$ cat config.mk
export PLATFORM = sky130hd
export DESIGN_NAME = pst_eval_engine
export DESIGN_NICKNAME = d
export VERILOG_FILES = /design/src/rtl/pst_eval_engine.sv
export SDC_FILE = /design/constraint.sdc
export NUM_CORES = 2
export LEC_CHECK = 0
export ABC_AREA = 1
export BUFFER_PORTS_ARGS = -buffer_cell sky130_fd_sc_hd__buf_4
export CORE_ASPECT_RATIO = 1.25
export CORE_UTILIZATION = 55
export CTS_BUF_LIST = sky130_fd_sc_hd__clkbuf_4 sky130_fd_sc_hd__clkbuf_8 sky130_fd_sc_hd__clkbuf_16
export CTS_CLUSTER_SIZE = 12
export DETAILED_ROUTE_END_ITERATION = 8
export PLACE_DENSITY = 0.72
export SYNTH_ARGS = -nofsm -noshare
export SYNTH_HDL_FRONTEND = slang
export SYNTH_SLANG_ARGS = --single-unit
$ cat constraint.sdc
create_clock -name clk -period 6.6 [get_ports clk]
set_input_delay 0.33 -clock clk [delete_from_list [all_inputs] [get_ports clk]]
set_output_delay 0.33 -clock clk [all_outputs]
set_load 0.05 [all_outputs]
$ cat src/rtl/pst_eval_engine.sv
// Piece-square-table evaluator: scans a latched 64-square board LANES squares per cycle into a saturating signed score.
// Latency: start in cycle 0 gives done and a valid score in cycle 64/LANES+1. start and wr_en are dropped while busy and are never queued.
module pst_eval_engine #(
   parameter int VAL_W   = 6,
   parameter int SCORE_W = 16,
   parameter int LANES   = 1,
   parameter int NTYPES  = 6
) (
   input  logic               clk,
   input  logic               reset_n,
   input  logic               start,
   input  logic [255:0]       board,
   input  logic               wr_en,
   input  logic [2:0]         wr_type,
   input  logic [5:0]         wr_sq,
   input  logic [VAL_W-1:0]   wr_data,
   output logic               busy,
   output logic               done,
   output logic [SCORE_W-1:0] score
);

   localparam int GROUPS = 64 / LANES;
   localparam int SUM_W  = SCORE_W + VAL_W + 8;
   localparam int TW     = (NTYPES > 1) ? $clog2(NTYPES) : 1;
   localparam logic signed [SUM_W-1:0] SAT_HI = {{(SUM_W-SCORE_W+1){1'b0}}, {(SCORE_W-1){1'b1}}};
   localparam logic signed [SUM_W-1:0] SAT_LO = {{(SUM_W-SCORE_W+1){1'b1}}, {(SCORE_W-1){1'b0}}};

   typedef enum logic [1:0] {IDLE, SCAN, DONE} state_t;

   state_t                    state_q, state_d;
   logic signed [VAL_W-1:0]   tbl [NTYPES][64];
   logic [255:0]              board_q;
   logic [5:0]                k;
   logic [SCORE_W-1:0]        acc;
   logic                      last_grp;
   logic [5:0]                sq, idx;
   logic [3:0]                nib;
   logic signed [VAL_W-1:0]   ent;
   logic signed [SUM_W-1:0]   lane_sum, acc_sum, acc_sat;

   assign last_grp = (k == 6'(GROUPS - 1));
   assign busy     = (state_q != IDLE);
   assign done     = (state_q == DONE);

   always_ff @(posedge clk or negedge reset_n) begin
      if (!reset_n) state_q <= IDLE;
      else          state_q <= state_d;
   end

   always_comb begin
      state_d = state_q;
      case (state_q)
         IDLE:    if (start) state_d = SCAN;
         SCAN:    if (last_grp) state_d = DONE;
         DONE:    state_d = IDLE;
         default: state_d = IDLE;
      endcase
   end

   // Black pieces read the rank-mirrored entry and subtract; the lane sum is wide enough never to wrap.
   always_comb begin
      lane_sum = '0;
      sq       = '0;
      idx      = '0;
      nib      = '0;
      ent      = '0;
      for (int l = 0; l < LANES; l++) begin
         sq  = 6'(int'(k) * LANES + l);
         nib = board_q[{sq, 2'b00} +: 4];
         idx = nib[3] ? (sq ^ 6'd56) : sq;
         ent = '0;
         for (int t = 0; t < NTYPES; t++) begin
            if (nib[2:0] == 3'(t + 1)) ent = tbl[TW'(t)][idx];
         end
         if (nib[3]) lane_sum = lane_sum - SUM_W'(ent);
         else        lane_sum = lane_sum + SUM_W'(ent);
      end
      acc_sum = $signed({{(SUM_W-SCORE_W){acc[SCORE_W-1]}}, acc}) + lane_sum;
      if (acc_sum > SAT_HI)      acc_sat = SAT_HI;
      else if (acc_sum < SAT_LO) acc_sat = SAT_LO;
      else                       acc_sat = acc_sum;
   end

   always_ff @(posedge clk or negedge reset_n) begin
      if (!reset_n) begin
         board_q <= '0;
         k       <= '0;
         acc     <= '0;
         score   <= '0;
      end else begin
         case (state_q)
            IDLE: if (start) begin
               board_q <= board;
               k       <= '0;
               acc     <= '0;
            end
            SCAN: begin
               acc <= acc_sat[SCORE_W-1:0];
               k   <= k + 6'd1;
               if (last_grp) score <= acc_sat[SCORE_W-1:0];
            end
            default: ;
         endcase
      end
   end

   // A write in the same IDLE cycle as start lands before the first scan read.
   always_ff @(posedge clk or negedge reset_n) begin
      if (!reset_n) begin
         tbl <= '{default: '0};
      end else if (state_q == IDLE && wr_en) begin
         for (int t = 0; t < NTYPES; t++) begin
            if (wr_type == 3'(t + 1)) tbl[TW'(t)][wr_sq] <= wr_data;
         end
      end
   end

endmodule

==> impl_metrics.yaml <==
worst_setup_path:
  crit_path_max_incr_delay_ps: 570
  timing.critical_path.slowest_stage_cell: "sky130_fd_sc_hd__dfrtp_4"
  setup.reg_to_reg.worst_slack_ps: 280
  classification_of_the_worst_setup_path: "flop to flop"
  crit_path_end_kind: "flop"
  critical_path.startpoint_type: "flop"
  cp_max_fo: 106
  worst-endpoint-required_ps: 7300
  critPathMostFrequentCell: "sky130_fd_sc_hd__nand2_1"
  critical_path_arrival_ps: 7010
synth:
  ys_seq_area_frac: 0.551
  netlist_area_um2: 83200
  synthesis.area_per_instance_um2: 8.18
  post_synth_num_cell_types: 44
  postSynth.topFlopCell: "sky130_fd_sc_hd__dfrtp_1"
  synth.ff_latch_count: 1832
  synth_cells: 10200
  synthArstFlopShare: 1.00
  yosysWarningCount: 0
  synth-edff-count: 0
  syn_nets: 10500
timing:
  totalNegativeSetupSlack_ps: 0
  fin_worst_hold_slack_ps: 33.5
  layout_setup_ws_ps: 285
  tightestPinTransition_ps: 1370
  clock.fmax_ghz: 0.158
  final_max_slew_viol_count: 0
  hold_violations: 0
  timing.max_slew.rel_slack: 0.0812
  final_min_period_over_clock_period: 0.957
  timing.final.setup_violations: 0
  skew_ps: 27.1
  period_minus_slack_ps: 6320
drt:
  detail_route.wl_per_cell_um: 22.8
  drt-pass1-iter-count: 9
  drc_errors: 5
  drtAntennaViolNets: 0
  via_per_inst: 6.09
  detail_route.wirelength_um: 284000
  routed-via-count: 75600
  drt-initial-drc-count: 9913
floorplanning:
  floorplan.die_area_um2: 153000
  die_w_um: 350
  fp.coreArea_um2: 150000
  start_util: 0.554
  num_io_pins: 293
  placementRows: 159
  die_y_um: 437
grt:
  grtUsageTotal: 0.369
  grt_overflow_total: 0
  wire_length_of_the_first_global_routing_pass_um: 434000
  first_global_vias: 71800
  grt_antenna_before_repair: 11
  grt_max_degree: 230
cells_and_area:
  layout.cells.most_common: "sky130_fd_sc_hd__nand2_1"
  post_route_cells_drive_above_1_share: 0.0839
  layout.filler_cells: 12400
  mostFrequentLayoutCells: "3302 x sky130_fd_sc_hd__nand2_1, 2211 x sky130_fd_sc_hd__o21ai_0, 1829 x sky130_fd_sc_hd__dfrtp_1"
  postLayoutCoreUtil: 0.635
  finalInstanceArea_um2: 95400
  syn_to_final_growth_pct: 14.7
  num-nets-final: 10600
clocking:
  cts.reportedPaths.clkPinSlew_ps: 60
  ctsRootBufferMaster: "sky130_fd_sc_hd__clkbuf_16"
  cts_num_sinks: 1832
  htree_num_levels: 4
  cts-buffers-inserted: 181
  clkLatencyLatePin_ps: 840
  tritoncts: "built"
  cts_max_path_buffers: 3
place:
  place.detailed.hpwl_um: 176000
  globalplace.congestion: 1.02
  place.port_buffers: 292
  place_area_um2: 86900
  post-place-ws_ps: 112
job:
  max_cap_viol_count: 0
outcome:
  failing_checks: "DRC"
  outcome: "finished, violations left"
power:
  leakage_nw: 43.6
  cellPowerDensity_nw_per_um2: 515
  max-vdd-ir-drop_uv: 1210
worst_hold_path:
  worstHoldPathType: "primary input to flop"
## power by group
group | switching [mW] | internal, mW
clock network | 4.37 | 5.59
logic | 16.6 | 9.48
registers | 0.832 | 12.3
## critical path, delay by kind of cell, from the launching register on
kind | cells | cell delay (ps)
buffers and inverters | 5 | 840
AO/OA/AOI/OAI | 8 | 1570
AND/OR/NAND/NOR | 18 | 2270
adder cells (fa/ha/maj) | 2 | 640
flip-flops | 1 | 570
## final timing paths
path / start / endpoint / depth (start not counted)
max in group asynchronous: reset_n / score[15] / 4
min: wr_data[0] / tbl[1614] / 3
min reg2reg: tbl[1139] / tbl[1139] / 2
max: k[1] / acc[5] / 33
min in group asynchronous: reset_n / board_q[98] / 2
max reg2reg: k[1] / acc[5] / 33
## state kept, by name, indices dropped and copies added, names as in the netlist
| register | flops |
|---|---|
| acc | 16 |
| k | 6 |
| score | 16 |
| board_q | 256 |
| state_q | 2 |
| tbl | 1536 |
## cell type report
cell class	instances	area (µm²)	share of cell area
Antenna cell	10	25.0	0.000262
Clock buffer	245	5220	0.0547
Clock inverter	25	270	0.00283
Inverter	73	355	0.00372
Multi-Input combinational cell	7388	33500	0.351
Sequential cell	1832	45900	0.481
Tap cell	2012	2520	0.0264
Timing Repair Buffer	832	7650	0.0801
## synth_stat cells, types with 5 or more instances
cell                       instances  area, µm²
sky130_fd_sc_hd__nand2_2           5       31.3
sky130_fd_sc_hd__inv_1            64        240
sky130_fd_sc_hd__nand3_1         280       1400
sky130_fd_sc_hd__mux2i_1          16        160
sky130_fd_sc_hd__o211ai_1         45        338
sky130_fd_sc_hd__o221ai_1         93        815
sky130_fd_sc_hd__a22o_1           10       87.6
sky130_fd_sc_hd__ha_1             18        225
sky130_fd_sc_hd__xnor2_1           5       43.8
sky130_fd_sc_hd__o22ai_1         200       1250
sky130_fd_sc_hd__nor2_1          782       2940
sky130_fd_sc_hd__a21oi_1         250       1250
sky130_fd_sc_hd__nor2_2            5       31.3
sky130_fd_sc_hd__a32o_1           11        110
sky130_fd_sc_hd__a221oi_1         21        184
sky130_fd_sc_hd__buf_1            27        101
sky130_fd_sc_hd__dfrtp_1        1832      45800
sky130_fd_sc_hd__inv_2             6       22.5
sky130_fd_sc_hd__o21ai_1          32        160
sky130_fd_sc_hd__a221o_1          54        541
sky130_fd_sc_hd__clkbuf_1        650       2440
sky130_fd_sc_hd__nand2_1        3305      12400
sky130_fd_sc_hd__o21ai_0        2215      11100
sky130_fd_sc_hd__buf_2           151        756
sky130_fd_sc_hd__xor2_1            8       70.1
sky130_fd_sc_hd__buf_4            36        270
sky130_fd_sc_hd__a31oi_1           6       37.5
sky130_fd_sc_hd__buf_6            13        146
## layer usage
metal | up-vias | GRT usage | share of wire
met1 | 36600 | 0.478 | 0.38
met5 | - | 0 | 0.00026
li1 | 34000 | - | -
met3 | 911 | 0.0750 | 0.092
met2 | 4034 | 0.564 | 0.45
met4 | 12 | 0.241 | 0.073
## cells by family (layout without fill, tap and decap cells)
kind of cell | count (synthesis) | count (layout) | share of synthesized area
flip-flops | 1832 | 1832 | 0.551
AO/OA/AOI/OAI | 2949 | 2949 | 0.192
other | 0 | 10 | 0
multiplexers | 16 | 16 | 0.00192
AND/OR/NAND/NOR | 4391 | 4391 | 0.203
adder cells (fa/ha/maj) | 19 | 19 | 0.00295
buffers and inverters | 950 | 1175 | 0.0479
XOR/XNOR | 13 | 13 | 0.00137
## timing repair
action,CTS,global route
hold buffers,285,0
setup buffers,0,1
resized for setup,0,21
endpoints found under the hold margin,421,0
setup endpoints to repair,0,32
## through the flow
stage	power (mW)	instances
CTS	48.1	12400
detailed placement	37.9	11900
floorplan	28.3	10200
global route	51.9	12400
finish	49.2	12400
global placement	37.6	11900
Note: power is estimated with default switching activity, not from simulation.
